<file path="src/rtl/trng_collector.sv">
// trng_collector: ring-oscillator entropy collector -> word assembler -> output word FIFO.
// Define TRNG_COLLECTOR_VON_NEUMANN_EN to insert a Von Neumann debiaser ahead of the assembler.

module trng_sync_lane (
   input  logic clk,
   input  logic rst,
   input  logic d,
   output logic q
);
   logic meta;

   always_ff @(posedge clk) begin
      if (rst) begin
         meta <= 1'b0;
         q    <= 1'b0;
      end else begin
         meta <= d;
         q    <= meta;
      end
   end
endmodule

module trng_collector #(
   parameter int  NUM_SRC    = 4,
   parameter int  VEC_W      = 8,
   parameter int  FIFO_DEPTH = 4,
   parameter int  SAMPLE_DIV = 1,
   localparam int SEL_W      = (NUM_SRC > 1) ? $clog2(NUM_SRC) : 1,
   localparam int AW         = $clog2(FIFO_DEPTH),
   localparam int LVL_W      = AW + 1,
   localparam int CNT_W      = $clog2(VEC_W)
) (
   input  logic               clk,
   input  logic               rst,
   input  logic               en,
   input  logic [NUM_SRC-1:0] src_bits,
   input  logic [SEL_W-1:0]   src_sel,
   input  logic               mode,
   input  logic               out_ready,
   input  logic               clr_ovf,
   output logic [VEC_W-1:0]   out_data,
   output logic               out_valid,
   output logic [LVL_W-1:0]   level,
   output logic               overflow
);
   localparam logic [8:0]       DIV_LAST = 9'(SAMPLE_DIV - 1);
   localparam logic [CNT_W-1:0] BIT_LAST = CNT_W'(VEC_W - 1);
   localparam logic [SEL_W:0]   SRC_CNT  = (SEL_W + 1)'(NUM_SRC);
   localparam logic [LVL_W-1:0] LVL_FULL = LVL_W'(FIFO_DEPTH);

   typedef struct packed {
      logic             vld;
      logic [VEC_W-1:0] word;
   } push_t;

   // ---------------- input synchronisers ----------------
   logic [NUM_SRC-1:0] sync;

   for (genvar i = 0; i < NUM_SRC; i++) begin : g_sync
      trng_sync_lane u_lane (
         .clk (clk),
         .rst (rst),
         .d   (src_bits[i]),
         .q   (sync[i])
      );
   end

   // ---------------- sample strobe ----------------
   logic [8:0] div_cnt;
   logic       strobe;

   assign strobe = en && (div_cnt == DIV_LAST);

   always_ff @(posedge clk) begin
      if (rst)         div_cnt <= '0;
      else if (strobe) div_cnt <= '0;
      else if (en)     div_cnt <= div_cnt + 9'd1;
   end

   // ---------------- source select / config tracking ----------------
   logic [SEL_W-1:0] prev_sel;
   logic             prev_mode;
   logic             cfg_chg;
   logic             sel_ok;
   logic [SEL_W-1:0] sel_eff;
   logic             raw;
   logic             samp;

   // Capture the live config during reset so a config held across reset is not seen as a change.
   always_ff @(posedge clk) begin
      prev_sel  <= src_sel;
      prev_mode <= mode;
   end

   assign cfg_chg = (src_sel != prev_sel) || (mode != prev_mode);
   assign sel_ok  = ({1'b0, src_sel} < SRC_CNT);
   assign sel_eff = sel_ok ? src_sel : '0;
   assign raw     = mode ? ^sync : sync[sel_eff];
   // A sample taken in the cycle the config changes belongs to neither word; drop it.
   assign samp    = strobe && !cfg_chg;

   // ---------------- optional debiaser ----------------
   logic acc_vld;
   logic acc_bit;

`ifdef TRNG_COLLECTOR_VON_NEUMANN_EN
   logic vn_have;
   logic vn_first;

   always_ff @(posedge clk) begin
      if (rst || cfg_chg) begin
         vn_have  <= 1'b0;
         vn_first <= 1'b0;
      end else if (samp) begin
         if (!vn_have) begin
            vn_first <= raw;
            vn_have  <= 1'b1;
         end else begin
            vn_have  <= 1'b0;
         end
      end
   end

   // Pair 01 yields 0, 10 yields 1: the first bit of a differing pair is the output.
   assign acc_vld = samp && vn_have && (vn_first != raw);
   assign acc_bit = vn_first;
`else
   assign acc_vld = samp;
   assign acc_bit = raw;
`endif

   // ---------------- word assembler ----------------
   logic [VEC_W-2:0] part;
   logic [CNT_W-1:0] bit_cnt;
   push_t            push;

   assign push.word = {part, acc_bit};
   assign push.vld  = acc_vld && (bit_cnt == BIT_LAST);

   always_ff @(posedge clk) begin
      if (rst || cfg_chg) begin
         part    <= '0;
         bit_cnt <= '0;
      end else if (acc_vld) begin
         part    <= push.word[VEC_W-2:0];
         bit_cnt <= push.vld ? '0 : bit_cnt + CNT_W'(1);
      end
   end

   // ---------------- output FIFO ----------------
   logic [VEC_W-1:0] mem [FIFO_DEPTH];
   logic [AW-1:0]    wr_ptr;
   logic [AW-1:0]    rd_ptr;
   logic [LVL_W-1:0] count;
   logic             full;
   logic             pop;
   logic             wr_en;
   logic             drop;

   assign full  = (count == LVL_FULL);
   assign pop   = out_valid && out_ready;
   // When full, a same-cycle pop frees the slot the write lands in.
   assign wr_en = push.vld && (!full || pop);
   assign drop  = push.vld && full && !pop;

   always_ff @(posedge clk) begin
      if (wr_en) mem[wr_ptr] <= push.word;
   end

   always_ff @(posedge clk) begin
      if (rst) begin
         wr_ptr <= '0;
         rd_ptr <= '0;
         count  <= '0;
      end else begin
         if (wr_en) wr_ptr <= wr_ptr + AW'(1);
         if (pop)   rd_ptr <= rd_ptr + AW'(1);
         case ({wr_en, pop})
            2'b10:   count <= count + LVL_W'(1);
            2'b01:   count <= count - LVL_W'(1);
            default: count <= count;
         endcase
      end
   end

   always_ff @(posedge clk) begin
      if (rst)          overflow <= 1'b0;
      else if (drop)    overflow <= 1'b1;
      else if (clr_ovf) overflow <= 1'b0;
   end

   assign out_valid = (count != '0);
   assign level     = count;
   assign out_data  = out_valid ? mem[rd_ptr] : '0;

endmodule

</file>
<file path="config.mk">
export PLATFORM = sky130hd
export DESIGN_NAME = trng_collector
export DESIGN_NICKNAME = d
export VERILOG_FILES = /design/src/rtl/trng_collector.sv
export SDC_FILE = /design/constraint.sdc
export NUM_CORES = 1
export LEC_CHECK = 0
export ABC_AREA = 0
export CORE_MARGIN = 1.5
export CORE_UTILIZATION = 50
export CTS_BUF_LIST = sky130_fd_sc_hd__clkbuf_2 sky130_fd_sc_hd__clkbuf_4 sky130_fd_sc_hd__clkbuf_8
export CTS_CLUSTER_SIZE = 14
export DETAILED_ROUTE_END_ITERATION = 7
export GPL_TIMING_DRIVEN = 1
export MAX_ROUTING_LAYER = met4
export PLACE_DENSITY = 0.7
export SLEW_MARGIN = 25
export SYNTH_ARGS = -nofsm -noshare
export SYNTH_HDL_FRONTEND = slang
export SYNTH_HIERARCHICAL = 1
export SYNTH_SLANG_ARGS = --single-unit
export TNS_END_PERCENT = 10
</file>
<file path="constraint.sdc">
create_clock -name clk -period 2.65 [get_ports clk]
set_input_delay 0.6625 -clock clk [delete_from_list [all_inputs] [get_ports clk]]
set_output_delay 0.6625 -clock clk [all_outputs]
set_load 0.01 [all_outputs]
</file>
After elaboration in Yosys (flattened, before gate mapping)
Memory sizes are Yosys's and may differ from the RTL's. A register that Yosys moved wholly into a read port is not among the register bits.
Cells that the tools add are included.
{"block": "classes", "n_addsub": 6, "magnitude_cmp": 1, "eq_ne": 6, "mux": 12, "reduce_logical": 19}
{"op": "adder 9 x 1 -> 9 bit (second input constant)", "n": 1}
{"op": "zero test 9 bit", "n": 1}
{"op": "2-to-1 mux 8 bit", "n": 1}
{"op": "logical AND 1 bit", "n": 7}
{"op": "adder 3 x 1 -> 3 bit (second input constant)", "n": 2}
{"op": "== test 3 bit (second input constant)", "n": 2}
{"op": "2-to-1 mux 1 bit", "n": 6}
{"op": "one-hot mux 3 bit (2 select lines)", "n": 1}
{"op": "adder 2 x 1 -> 2 bit (second input constant)", "n": 2}
{"op": "2-to-1 mux 2 bit", "n": 2}
{"op": "nonzero test 2 bit", "n": 2}
{"op": "parity 4 bit", "n": 1}
{"op": "zero test 1 bit", "n": 3}
{"op": "logical OR 1 bit", "n": 3}
{"op": "< comparator 2 x 3 -> 1 bit (second input constant)", "n": 1}
{"op": "2-to-1 mux 3 bit", "n": 1}
{"op": "nonzero test 3 bit", "n": 1}
{"op": "subtractor 3 x 1 -> 3 bit (second input constant)", "n": 1}
{"op": "binary-select mux 1 bit (select 2 bit)", "n": 1}
{"op": "== test 2 x 1 -> 1 bit (second input constant)", "n": 1}
{"op": "== test 2 bit (second input constant)", "n": 1}
{"op": "inequality test 2 bit", "n": 1}
{"op": "OR reduction 2 bit", "n": 1}
{"op": "inequality test 1 bit", "n": 1}
{"block": "totals", "regBits": 38, "ram_bits": 32, "out_inout_bits": 13, "elab_cells": 62, "mem_count": 1}
{"memory": "mem", "words": 4, "width": 8, "read_ports": 1, "rd_clocked_by_memory_dff": 1, "wr": 1, "line_no": "151", "source": "logic [VEC_W-1:0] mem [FIFO_DEPTH];"}

Logic depth before layout (Yosys ltp)
{"block": "depth", "word_depth": 8, "ltp_mapped": 9, "mapped_depth_nobuf": 8}

Modules after synthesis
Netlist, hierarchy kept.
{"mod": "trng_collector", "n_inst": 1, "cells_per_inst": 216, "area_per_inst_um2": 2711.4, "seq_area_each_um2": 1601.5}
{"mod": "trng_sync_lane", "n_inst": 4, "cells_per_inst": 4, "area_per_inst_um2": 52.6, "seq_area_each_um2": 40.0}

Worst setup path after synthesis
No wires, ideal clock.
{"block": "synth_timing", "path_kind": "input to register", "startpoint": "in en", "endpoint": "reg count[2] (netlist: level[2])", "setup_time_ps": 123, "arrival_ps": 2351, "t_required_ps": 2527, "path_slack_ps": 176, "stages": 8, "path_cell_list": "buf_2 -> nor3b_2 -> and3_1 -> buf_2 -> a31oi_2 -> fa_1 -> mux2i_1 -> mux2_1"}
{"block": "synth_between", "elab_chain_cells": 6, "word_cells_on_any_way": 8, "classes_between": "eq/ne (2); mux (1); reduce/logical (5)"}
{"item": "from (decl)", "line_no": "35", "source": "input logic en,"}
{"item": "logical AND 1 bit (*)", "line_no": "72", "source": "assign strobe = en && (div_cnt == DIV_LAST);"}
{"item": "logical AND 1 bit (*)", "line_no": "100", "source": "assign samp = strobe && !cfg_chg;"}
{"item": "logical AND 1 bit (*)", "line_no": "138", "source": "assign push.vld = acc_vld && (bit_cnt == BIT_LAST);"}
{"item": "logical AND 1 bit (*)", "line_no": "163", "source": "assign wr_en = push.vld && (!full || pop);"}
{"item": "== test 2 x 1 -> 1 bit / == test 2 bit (equally long branches)", "line_no": "178", "source": "case ({wr_en, pop})"}
{"item": "one-hot mux 3 bit (2 select lines) / nonzero test 2 bit (equally long branches)"}
{"item": "to (signal assigned)", "line_no": "179", "source": "2'b10: count <= count + LVL_W'(1);"}
{"item": "to (signal assigned)", "line_no": "180", "source": "2'b01: count <= count - LVL_W'(1);"}
{"item": "to (signal assigned)", "line_no": "181", "source": "default: count <= count;"}
{"item": "to (decl)", "line_no": "154", "source": "logic [LVL_W-1:0] count;"}
Every way passes the cells marked *; elsewhere a longest branch is shown, timed or not.
A chain may end at the register's enable or synchronous reset.

==> metrics.txt <==
worst setup path end out_data[3]; WL/cell 12.9 um; Vias 1790; Filler cells 445; post-synth net total 253; number of synthesized flops with an enable pin 32; Synth Instances 232; Mapped Avg Cell Area 12.6 sq um; CP Max Fanout 7; vias in the first global route 1755; crit path DAT 1910 ps; Async SR Flop Fraction 0%; setup TNS 0 ps; Power Total 0.00220 W; post-route cell area 3610 sq um; clock transition at the registers of the reported paths 70 ps; Post-DP Area 3410 sq um; pre-CTS setup slack -64.2 ps; Final Cycle Share 96.9%; worst hold-check path type flop to flop; FF+latch count, synth 72; worst r2r src div_cnt[0]$_SDFFE_PP0P_; worst slew pin tran 418 ps; die width 79.4 um; Yosys cell types 36; Power Internal 0.00169 W; 1st-iter DRT viols 45; PwrDens 609 nW/um^2; unrepaired setup endpoints after global routing false; post-detail-place hpwl 3310 um; P_leak 1.37 nW; Register-to-Register Path Depth 8; number of I/O port buffers 24; Final Critical Period 2570 ps; Maximum Capacitance Violations 0; critical path class flop to primary output; Pre-antenna DRT Iters 4; sw frac 23.0%; synthesized area 2920 sq um; die area 6310 sq um; worst skew pair latency 330 ps; post-route ant nets 0; register area share after synthesis 60.3%; Hold Violations, Final 0; CTS tree done; gpl congestion 0.797; Max Fclk 0.389 GHz; fin nets 302; n_diodes 0; Die Y 79.4 um; sequential share of power 54.2%; drt drc 0; Vias/cell 5.00; WP data required 1990 ps; final WL 4630 um; share of cells above drive strength 1 18.5%; Max clock buf depth 2; Ys Warns 6; worst reg-to-reg setup slack 520 ps; I/O pin cnt 25; TritonCTS sink count 72; Setup Viol. Count Final 0; initial core utilization 52.4%; relative slew slack 72.0%; global route total overflow 0; combinational power share 13.6%; startpoint types flop; initial antenna violation count 0; row count 27; end of the worst register-to-register path level[2]$_SDFFE_PP0P_; first-pass GRT wire length 7890 um; Net Switching 0.000506 W; H-tree Lvls 3; All-Layer GR Usage 16.9%; max-slew violation count 0; Core ar. 5570 sq um; ys flop type dfxtp_1; setup ws final 81.9 ps; clock network power share 32.2%; Peak supply drop 0.385 mV; Num CTS Buffers 9; area grow syn2layout 23.5%; status finished, final reports clean; CTS root buf clkbuf_8; Layout Skew 10.6 ps; pin count of the biggest net entering global routing 12; CP endpoint kind primary output
-- power by group through the flow --
| stage | registers [W] | logic [W] | clock network (W) |
|---|---|---|---|
| floorplan | 0.00121 | 0.000164 | 0 |
| global placement | 0.00121 | 0.000293 | 0 |
| detailed placement | 0.00122 | 0.000297 | 0 |
| CTS | 0.00119 | 0.000287 | 0.000727 |
| global route | 0.00119 | 0.000328 | 0.000768 |
| finish | 0.00119 | 0.000298 | 0.000709 |
-- kinds of logic (layout without fill, tap and decap cells) --
group	count (synthesis)	count (layout)	share of synthesized area (%)
muxes	13	13	8.35
AOI/OAI and AO/OA	17	17	3.43
and+or+nand+nor	90	90	16.8
buffers and inverters	14	68	1.93
xor gates and xnor gates	17	17	5.10
adders and majority gates	9	9	4.11
DFF	72	72	60.3
-- metrics by stage --
stage               utilization (%)  hold slack, ps  std cells
global placement               61.1             416        338
global route                   64.7             458        358
CTS                            64.0             439        354
floorplan                         -             414        232
detailed placement             61.1             422        338
finish                         64.7             437        358
-- sequential cells by signal, indices dropped and copies added, names as in the netlist, 3 cells and up, named ones only --
signal / cells
div_cnt: 9
mem: 32
bit_cnt: 3
part: 7
level: 3
g_sync.u_lane/q: 4
g_sync.u_lane/meta: 4
-- what timing repair did --
action / CTS / global route
gates cloned: 0 / 0
hold buffers: 0 / 0
setup buffers: 0 / 4
setup endpoints to repair: 8 / 3
gates resized for setup: 6 / 4
-- how the worst min path moves through the flow --
stage | startpoint | endpoint | cells past startpoint
2_1_floorplan | g_sync[0].u_lane/meta$_SDFF_PP0_ | g_sync[0].u_lane/q$_SDFF_PP0_ | 1
3_3_place_gp | g_sync[2].u_lane/meta$_SDFF_PP0_ | g_sync[2].u_lane/q$_SDFF_PP0_ | 1
3_5_place_dp | g_sync[2].u_lane/meta$_SDFF_PP0_ | g_sync[2].u_lane/q$_SDFF_PP0_ | 1
4_1_cts | g_sync[2].u_lane/meta$_SDFF_PP0_ | g_sync[2].u_lane/q$_SDFF_PP0_ | 1
5_1_grt | g_sync[2].u_lane/meta$_SDFF_PP0_ | g_sync[2].u_lane/q$_SDFF_PP0_ | 1
6_report | g_sync[0].u_lane/meta$_SDFF_PP0_ | g_sync[0].u_lane/q$_SDFF_PP0_ | 1
-- routing by layer --
layer  up-vias  global-route usage [%]  wire length, um
li1        906                       -                -
met1       851                    19.6             2040
met2        26                    28.2             2410
met3         7                    4.80              133
met4         0                    6.14               55
met5         -                       -                0
-- cell type report --
| type | instances | area [sq um] | share of cell area [%] |
|---|---|---|---|
| clock buffers | 11 | 139 | 3.85 |
| clock inverters | 5 | 23.8 | 0.659 |
| inverters | 5 | 18.8 | 0.520 |
| multi-input cells | 146 | 1110 | 30.7 |
| flip-flops and latches | 72 | 1760 | 48.9 |
| well taps | 72 | 90.1 | 2.50 |
| repair buffers | 47 | 465 | 12.9 |
-- cell usage after synthesis (2+ instances only) --
cell      instances  area (sq um)
a21oi_1          12          60.1
and2_1           12          75.1
and3_1            4          25.0
buf_2             3          15.0
clkbuf_1          5          18.8
dfxtp_1          40           801
edfxtp_1         32           961
ha_1              8           100
inv_1             5          18.8
mux2i_1           3          30.0
mux4_2            9           203
nand2_1          22          82.6
nand2b_1          4          25.0
nand3_1           2          10.0
nand4_1           5          31.3
nor2_1           19          71.3
nor2b_1          10          62.6
nor3_1            4          20.0
xnor2_1          13           114
xor2_1            4          35.0
-- placed cells by master, fill, tap and decap left out, types with 4 or more instances in the layout --
cell type and count:
dfxtp_1 39, edfxtp_1 32, nand2_1 22, nor2_1 19, buf_4 18, clkdlybuf4s50_1 17
xnor2_1 13, a21oi_1 12, and2_1 12, nor2b_1 10, mux4_2 9, clkbuf_8 9
ha_1 8, inv_1 5, nand4_1 5, dlygate4sd2_1 5, and3_1 4, nand2b_1 4
nor3_1 4, xor2_1 4, buf_12 4
-- critical path: stages (launching register included) --
cell and delay (ps):
dfxtp_1 330, buf_6 130, mux4_2 480, and2_1 160, clkdlybuf4s50_1 470
Note: power is estimated with default switching activity, not from simulation.
